--- config.mk ---
export PLATFORM = sky130hd
export DESIGN_NAME = gray_code_counter_flat
export DESIGN_NICKNAME = d
export VERILOG_FILES = /design/src/rtl/gray_code_counter_if.sv /design/src/rtl/gray_code_counter.sv /design/src/flat_wrapper.sv
export SDC_FILE = /design/constraint.sdc
export NUM_CORES = 1
export LEC_CHECK = 0
export BUFFER_PORTS_ARGS = -buffer_cell sky130_fd_sc_hd__buf_4
export CORE_AREA = 3 3 40 42
export DETAILED_ROUTE_END_ITERATION = 7
export DIE_AREA = 0 0 43 45
export PLACE_DENSITY_LB_ADDON = 0.15
export REMOVE_ABC_BUFFERS = 1
export SLEW_MARGIN = 20
export SYNTH_ARGS = -nofsm -noshare
export SYNTH_HDL_FRONTEND = slang
export SYNTH_SLANG_ARGS = --single-unit
--- constraint.sdc ---
create_clock -name clk -period 1.5 [get_ports clk]
set_clock_uncertainty 0.1 [all_clocks]
set_input_delay 0.3 -clock clk [delete_from_list [all_inputs] [get_ports clk]]
set_output_delay 0.3 -clock clk [all_outputs]
set_load 0.01 [all_outputs]
--- src/rtl/gray_code_counter_if.sv ---
// Control and count bus for gray_code_counter.
// The dir signal exists only when GRAY_CNT_UPDOWN_EN is defined.
interface gray_code_counter_if #(
   parameter int unsigned WIDTH = 4
);
   logic             en;
   logic             clr;
`ifdef GRAY_CNT_UPDOWN_EN
   logic             dir;
`endif
   logic [WIDTH-1:0] binary;
   logic [WIDTH-1:0] gray;
   logic             wrap;

   // Counter user: drives controls, observes the count
   modport master (
`ifdef GRAY_CNT_UPDOWN_EN
      output dir,
`endif
      output en,
      output clr,
      input  binary,
      input  gray,
      input  wrap
   );

   // Counter itself: samples controls, drives the count
   modport slave (
`ifdef GRAY_CNT_UPDOWN_EN
      input  dir,
`endif
      input  en,
      input  clr,
      output binary,
      output gray,
      output wrap
   );
endinterface

--- src/rtl/gray_code_counter.sv ---
// Free-running Gray-code counter: registers a binary count, its Gray encoding
// and a one-cycle wrap pulse. Gray is encoded from the next count so it is
// never combinationally derived at the output.
// Optional macro GRAY_CNT_UPDOWN_EN adds an up/down direction input (dir).
module gray_code_counter #(
   parameter int unsigned WIDTH = 4
) (
   input logic                 clk,
   input logic                 rst,
   gray_code_counter_if.slave  bus
);
   localparam int unsigned W = WIDTH;

   logic [W-1:0] b;
   logic [W-1:0] g;
   logic         wrap_q;

   logic         up_c;
   logic [W-1:0] nb_c;
   logic [W-1:0] ng_c;
   logic         nwrap_c;

   // Direction select: fixed up unless the up/down option is built in
`ifdef GRAY_CNT_UPDOWN_EN
   assign up_c = bus.dir;
`else
   assign up_c = 1'b1;
`endif

   // Next count, its Gray code and boundary-crossing detect
   always_comb begin
      nb_c    = b;
      ng_c    = g;
      nwrap_c = 1'b0;
      if (up_c) begin
         nb_c    = W'(b + W'(1));
         nwrap_c = (b == {W{1'b1}});
      end else begin
         nb_c    = W'(b - W'(1));
         nwrap_c = (b == {W{1'b0}});
      end
      ng_c = nb_c ^ (nb_c >> 1);
   end

   // Count registers: rst > clr > en; wrap pulses only on a wrapping step
   always_ff @(posedge clk or posedge rst) begin
      if (rst) begin
         b      <= '0;
         g      <= '0;
         wrap_q <= 1'b0;
      end else if (bus.clr) begin
         b      <= '0;
         g      <= '0;
         wrap_q <= 1'b0;
      end else if (bus.en) begin
         b      <= nb_c;
         g      <= ng_c;
         wrap_q <= nwrap_c;
      end else begin
         wrap_q <= 1'b0;
      end
   end

   assign bus.binary = b;
   assign bus.gray   = g;
   assign bus.wrap   = wrap_q;
endmodule

--- src/flat_wrapper.sv ---
// flat-port wrapper written by rule: the top's interface ports become plain ports
module gray_code_counter_flat 
#(
   parameter int unsigned WIDTH = 4
)
  (clk, rst, bus_en, bus_clr, bus_binary, bus_gray, bus_wrap);
  gray_code_counter_if #(.WIDTH(WIDTH)) bus_i ();
  input logic clk;
  input logic rst;
  input wire logic [$bits(bus_i.en)-1:0] bus_en;
  input wire logic [$bits(bus_i.clr)-1:0] bus_clr;
  output wire logic [$bits(bus_i.binary)-1:0] bus_binary;
  output wire logic [$bits(bus_i.gray)-1:0] bus_gray;
  output wire logic [$bits(bus_i.wrap)-1:0] bus_wrap;
  assign bus_i.en = bus_en;
  assign bus_i.clr = bus_clr;
  assign bus_binary = bus_i.binary;
  assign bus_gray = bus_i.gray;
  assign bus_wrap = bus_i.wrap;
  gray_code_counter #(.WIDTH(WIDTH)) u_core (.clk(clk), .rst(rst), .bus(bus_i));
endmodule
==> flow_metrics.tcl, run 1 <==
set metrics [dict create \
    outcome "completed" \
    num_rows 13 \
    cap_violations 0 \
    powerDensity_mw_per_mm2 934 \
    critPathMostFrequentCell "xnor2_1" \
    startpoint "u_core.bus.binary[0]" \
    ant_nets 0 \
    nets 60 \
    viasPerCell 4.60 \
    wl_per_cell_um 11.7 \
    arrival_ns 1.49 \
    gp_congestion 0.743 \
    ys_types 17 \
    cts.sinks 8 \
    r2r_start "u_core.bus.binary[0]" \
    synth_seq_area_share 0.491 \
    antenna_found_initial 0 \
    root_buffer "clkbuf_4" \
    postCtsHoldBufs 1 \
    n_antenna_cell 0 \
    numCtsBuffers 3 \
    drt_wl_total_um 798 \
    cp_slowest_cell "dfrtp_1" \
    cts.clk_slew.worst_paths_ns 0.05 \
    cp_cell_sequence "ha_1 > xnor2_1 > xnor2_1 > a31o_2" \
    r2r_slack_ns 0.05 \
    clk_path_buf_depth 2 \
    drv_slew 0 \
    rsz0062_at_grt "no" \
    grt_pass1_vias 307 \
    setup_viol 0 \
    reg2reg_depth 4 \
    ioPinCount 13 \
    clk_latency_ns 0.25 \
    syn_area_um2 408 \
    yosysWarnings 0 \
    die_y_um 45 \
    drtIter0Drc 3 \
    htreeDepth 1 \
    gr-total-overflow 0 \
    initial_utilization 0.317 \
    dr.pass1.iters 2 \
    finalCriticalPeriod_ns 1.45 \
    final_layout_size_suffix_gt1_frac 0.358 \
    io_buffer_count 12 \
    min_to "u_core.bus.binary[3]" \
    synth_simple_gate_area_frac 0.129 \
    total_power_w 0.000512 \
    vias 313 \
    hold-path-cell-count 2 \
    synth_fa_ha_area_frac 0.0307 \
    hp-start "bus_clr" \
    synth_top_family_by_area "XOR/XNOR gates" \
    cts_tree "built" \
    vdd_ir_drop_max_uv 522 \
    end_kind "flip-flop" \
    cp_num_buf_inv 0 \
    max_freq_mhz 689 \
    r2r_end "u_core.bus.gray[1]" \
    worst_pin_slew_ns 0.307 \
    worstSetupStartpointType "flip-flop" \
    core-area_mm2 0.00128 \
    die-area_mm2 0.00194 \
    worst_path_dominant_cell_family "flip-flops" \
    syn_area_per_cell_um2 10.7 \
    synthMuxAreaShare 0.0491 \
    post-cts-setup-buffer-count 0 \
    dp_hpwl_um 599 \
    crit_fanout 3 \
    grt_pass1_wl_um 1330 \
    period_share 0.968 \
    slowest_delay_ns 0.38 \
    path_class "flip-flop to flip-flop" \
    synth_area_leaders "dfrtp_1, xnor2_1, mux2i_1" \
    drc 0 \
    synth_compound_area_frac 0.0706 \
    area_delta_synth_final_pct 34.4 \
    slew_headroom 0.795 \
    ys_ff_latch 8 \
    synth_top_area_cell "dfrtp_1" \
    die_x_um 43 \
    fin_util 0.426 \
    min_path_type "input port to flip-flop" \
    grt_use_total 0.0975 \
    synth_xor_area_frac 0.172 \
    synth_top_area_frac 0.491 \
    hold_viol 0 \
    cts_resized 0 \
    p_leak_nw 0.271 \
    grt_max_degree 10 \
    crit_required_ns 1.54 \
    netlist_instances 38 \
]
state kept, by name, summed over array words and instances (netlist names):
name,cells
u_core.bus.wrap,1
u_core.bus.gray,3
u_core.bus.binary,4
stage by stage:
step / hold WS (ns) / cell area [µm²] / std cells / setup WS [ns] / setup TNS, ns
final: 0.178 / 548 / 68 / 0.0477 / 0
after global placement: 0.170 / 515 / 64 / 0.0725 / 0
after global routing: 0.173 / 548 / 68 / 0.0142 / 0
after floorplan: 0.0157 / 392 / 35 / -0.0462 / -0.0462
after CTS: 0.170 / 548 / 68 / 0.0463 / 0
after detailed placement: 0.174 / 515 / 64 / 0.0535 / 0
synthesized netlist by cell type:
library cell and n:
clkbuf_1 1, nand2_1 2, a31o_2 1, a21boi_2 1
a31o_1 1, dfrtp_1 8, xnor2_1 6, xor2_1 2
nor3_1 1, nor2_1 5, nand4_1 1, buf_2 1
ha_1 1, buf_4 1, mux2i_1 2, inv_1 2
nor3b_1 2
worst max-delay path by stage:
stage | end | cells after the start
floorplan | u_core.bus.gray[1] | 4
global placement | u_core.bus.gray[1] | 4
detailed placement | u_core.bus.gray[1] | 4
CTS | u_core.bus.gray[1] | 4
global route | u_core.bus.gray[1] | 4
finish | u_core.bus.gray[1] | 4
power breakdown:
group          internal (W)  leakage, nW  total (W)  switching [W]
sequential         0.000229        0.109   0.000236     0.00000754
combinational     0.0000593        0.148   0.000112      0.0000530
clock             0.0000914       0.0138   0.000163      0.0000718
cells by family after synthesis:
group,count (synthesis)
AOI/OAI and AO/OA,3
xor gates and xnor gates,8
adders and majority gates,1
buffers and inverters,5
DFF,8
muxes,2
and+or+nand+nor,11
routing by layer:
metal	share of wire	vias up	GRT usage
met5	0	-	0
met4	0.026	0	0.0904
met3	0.10	2	0.0319
met2	0.45	12	0.141
met1	0.42	145	0.114
li1	-	154	-
area by class of cell:
class | instances | area, µm²
multi-input combinational | 25 | 184
clock buffer | 3 | 22.5
timing repair buffer | 15 | 115
fill | 133 | 737
tap | 15 | 18.8
sequential | 8 | 200
inverter | 2 | 7.51
placed cells by master (no fill, tap or decap), drive strengths merged, types with 2 or more instances in the layout:
master,count
buf,14
dfrtp,8
xnor2,6
nor2,5
clkbuf,3
inv,2
nor3b,2
mux2i,2
nand2,2
xor2,2
a31o,2
(Power assumes the default switching activity.)
==> inputs of run 2 (changes only) <==
--- a/config.mk
+++ b/config.mk
@@ -5,7 +5,7 @@
 export SDC_FILE = /design/constraint.sdc
 export NUM_CORES = 1
 export LEC_CHECK = 0
-export BUFFER_PORTS_ARGS = -buffer_cell sky130_fd_sc_hd__buf_4
+export BUFFER_PORTS_ARGS = -buffer_cell sky130_fd_sc_hd__buf_2
 export CORE_AREA = 3 3 40 42
 export DETAILED_ROUTE_END_ITERATION = 7
 export DIE_AREA = 0 0 43 45
==> flow_metrics.tcl, run 2 (synthesis results as in run 1) <==
set metrics [dict create \
    io_buffer_count 12 \
    vdd_ir_drop_max_uv 478 \
    largest_reg_flops 4 \
    grt_use_total 0.0989 \
    finalCriticalPeriod_ns 1.39 \
    wl_per_cell_um 11.8 \
    p_leak_nw 0.266 \
    final_layout_size_suffix_gt1_frac 0.377 \
    cp_cell_sequence "ha_4 > xnor2_1 > xnor2_1 > a31o_2" \
    setup_ws_ns 0.112 \
    ant_nets 0 \
    cts.clk_slew.worst_paths_ns 0.05 \
    arrival_ns 1.43 \
    drtIter0Drc 5 \
    cp_num_buf_inv 0 \
    hold_viol 0 \
    drv_slew 0 \
    layout_commonest_cell "buf_2" \
    total_power_w 0.000507 \
    n_antenna_cell 0 \
    powerDensity_mw_per_mm2 955 \
    fin_tns_setup_ns 0 \
    grt_pass1_wl_um 1360 \
    nets 60 \
    critPathMostFrequentCell "xnor2_1" \
    end_kind "flip-flop" \
    ioPinCount 13 \
    outcome "completed" \
    clk_latency_ns 0.25 \
    final_area_um2 531 \
    worstSetupStartpointType "flip-flop" \
    htreeDepth 1 \
    cts.sinks 8 \
    cap_violations 0 \
    area_delta_synth_final_pct 30.1 \
    core-area_mm2 0.00128 \
    dr.pass1.iters 4 \
    drc 0 \
    dp_slack_ns 0.0441 \
    gp_congestion 0.758 \
    r2r_slack_ns 0.11 \
    cp_slowest_cell "dfrtp_1" \
    crit_required_ns 1.54 \
    holdWs_ns 0.237 \
    numCtsBuffers 3 \
    die_y_um 45 \
    gr-total-overflow 0 \
    slowest_delay_ns 0.41 \
    viasPerCell 4.66 \
    grt_max_degree 10 \
    rsz0062_at_grt "no" \
    crit_fanout 3 \
    period_share 0.926 \
    dp_hpwl_um 601 \
    mostFrequentLayoutCells "buf_2, dfrtp_1, xnor2_1, nor2_1, clkbuf_4" \
    worst_pin_slew_ns 0.323 \
    clk_path_buf_depth 2 \
    min_path_type "input port to flip-flop" \
    root_buffer "clkbuf_4" \
    num_rows 13 \
    drt_wl_total_um 801 \
    vias 317 \
    worst_path_dominant_cell_family "flip-flops" \
    path_class "flip-flop to flip-flop" \
    die_x_um 43 \
    setup_viol 0 \
    grt_pass1_vias 332 \
    initial_utilization 0.317 \
    nFillCells 132 \
    max_freq_mhz 720 \
    dpl_cell_area_um2 485 \
    post-cts-setup-buffer-count 0 \
    antenna_found_initial 0 \
    cts_tree "built" \
    slew_headroom 0.784 \
    die-area_mm2 0.00194 \
]
==> run 2: cell counts in the layout (fill, tap and decap cells not counted) <==
No cell type changed its count.
==> run 2: layer usage <==
metal  vias up  global-route usage  routed length [µm]
li1        153                   -                   -
met1       146               0.101                 306
met2        14               0.165                 400
met3         4              0.0279                  81
met4         0              0.0904                  12
met5         -                   0                   0
==> run 2: repair_timing <==
| item | 4_1_cts | 5_1_grt |
|---|---|---|
| endpoints found under the hold margin | 8 | 0 |
| setup endpoints to repair | 0 | 1 |
| resized for setup | 0 | 1 |
| hold buffers | 1 | 0 |
==> run 2: path summary, 6_finish.rpt <==
kind	startpoint	cells past startpoint	endpoint
worst min-delay path	bus_clr	2	u_core.bus.binary[0]
min in group asynchronous	rst	3	u_core.bus.gray[1]
worst max register to register	u_core.bus.binary[0]	4	u_core.bus.gray[1]
worst max-delay path	u_core.bus.binary[0]	4	u_core.bus.gray[1]
max in group asynchronous	rst	3	u_core.bus.binary[1]
worst min register to register	u_core.bus.gray[0]	2	u_core.bus.gray[0]
==> run 2: where the power goes <==
| part | switching [W] | internal (W) |
|---|---|---|
| Clock | 0.0000680 | 0.0000912 |
| Sequential | 0.00000981 | 0.000229 |
| Combinational | 0.0000528 | 0.0000561 |
==> run 2: cell type report <==
class                   instances  area (µm²)  share of cell area
repair buffers                 15        85.1               0.160
inverters                       2        7.51              0.0142
well taps                      15        18.8              0.0354
flip-flops and latches          8         200               0.377
clock buffers                   3        22.5              0.0425
multi-input cells              25         196               0.370
==> run 2: through the flow <==
stage | utilization | instances
after detailed placement | 0.378 | 64
after global routing | 0.413 | 68
after CTS | 0.403 | 68
final | 0.413 | 68
after floorplan | - | 35
after global placement | 0.378 | 64
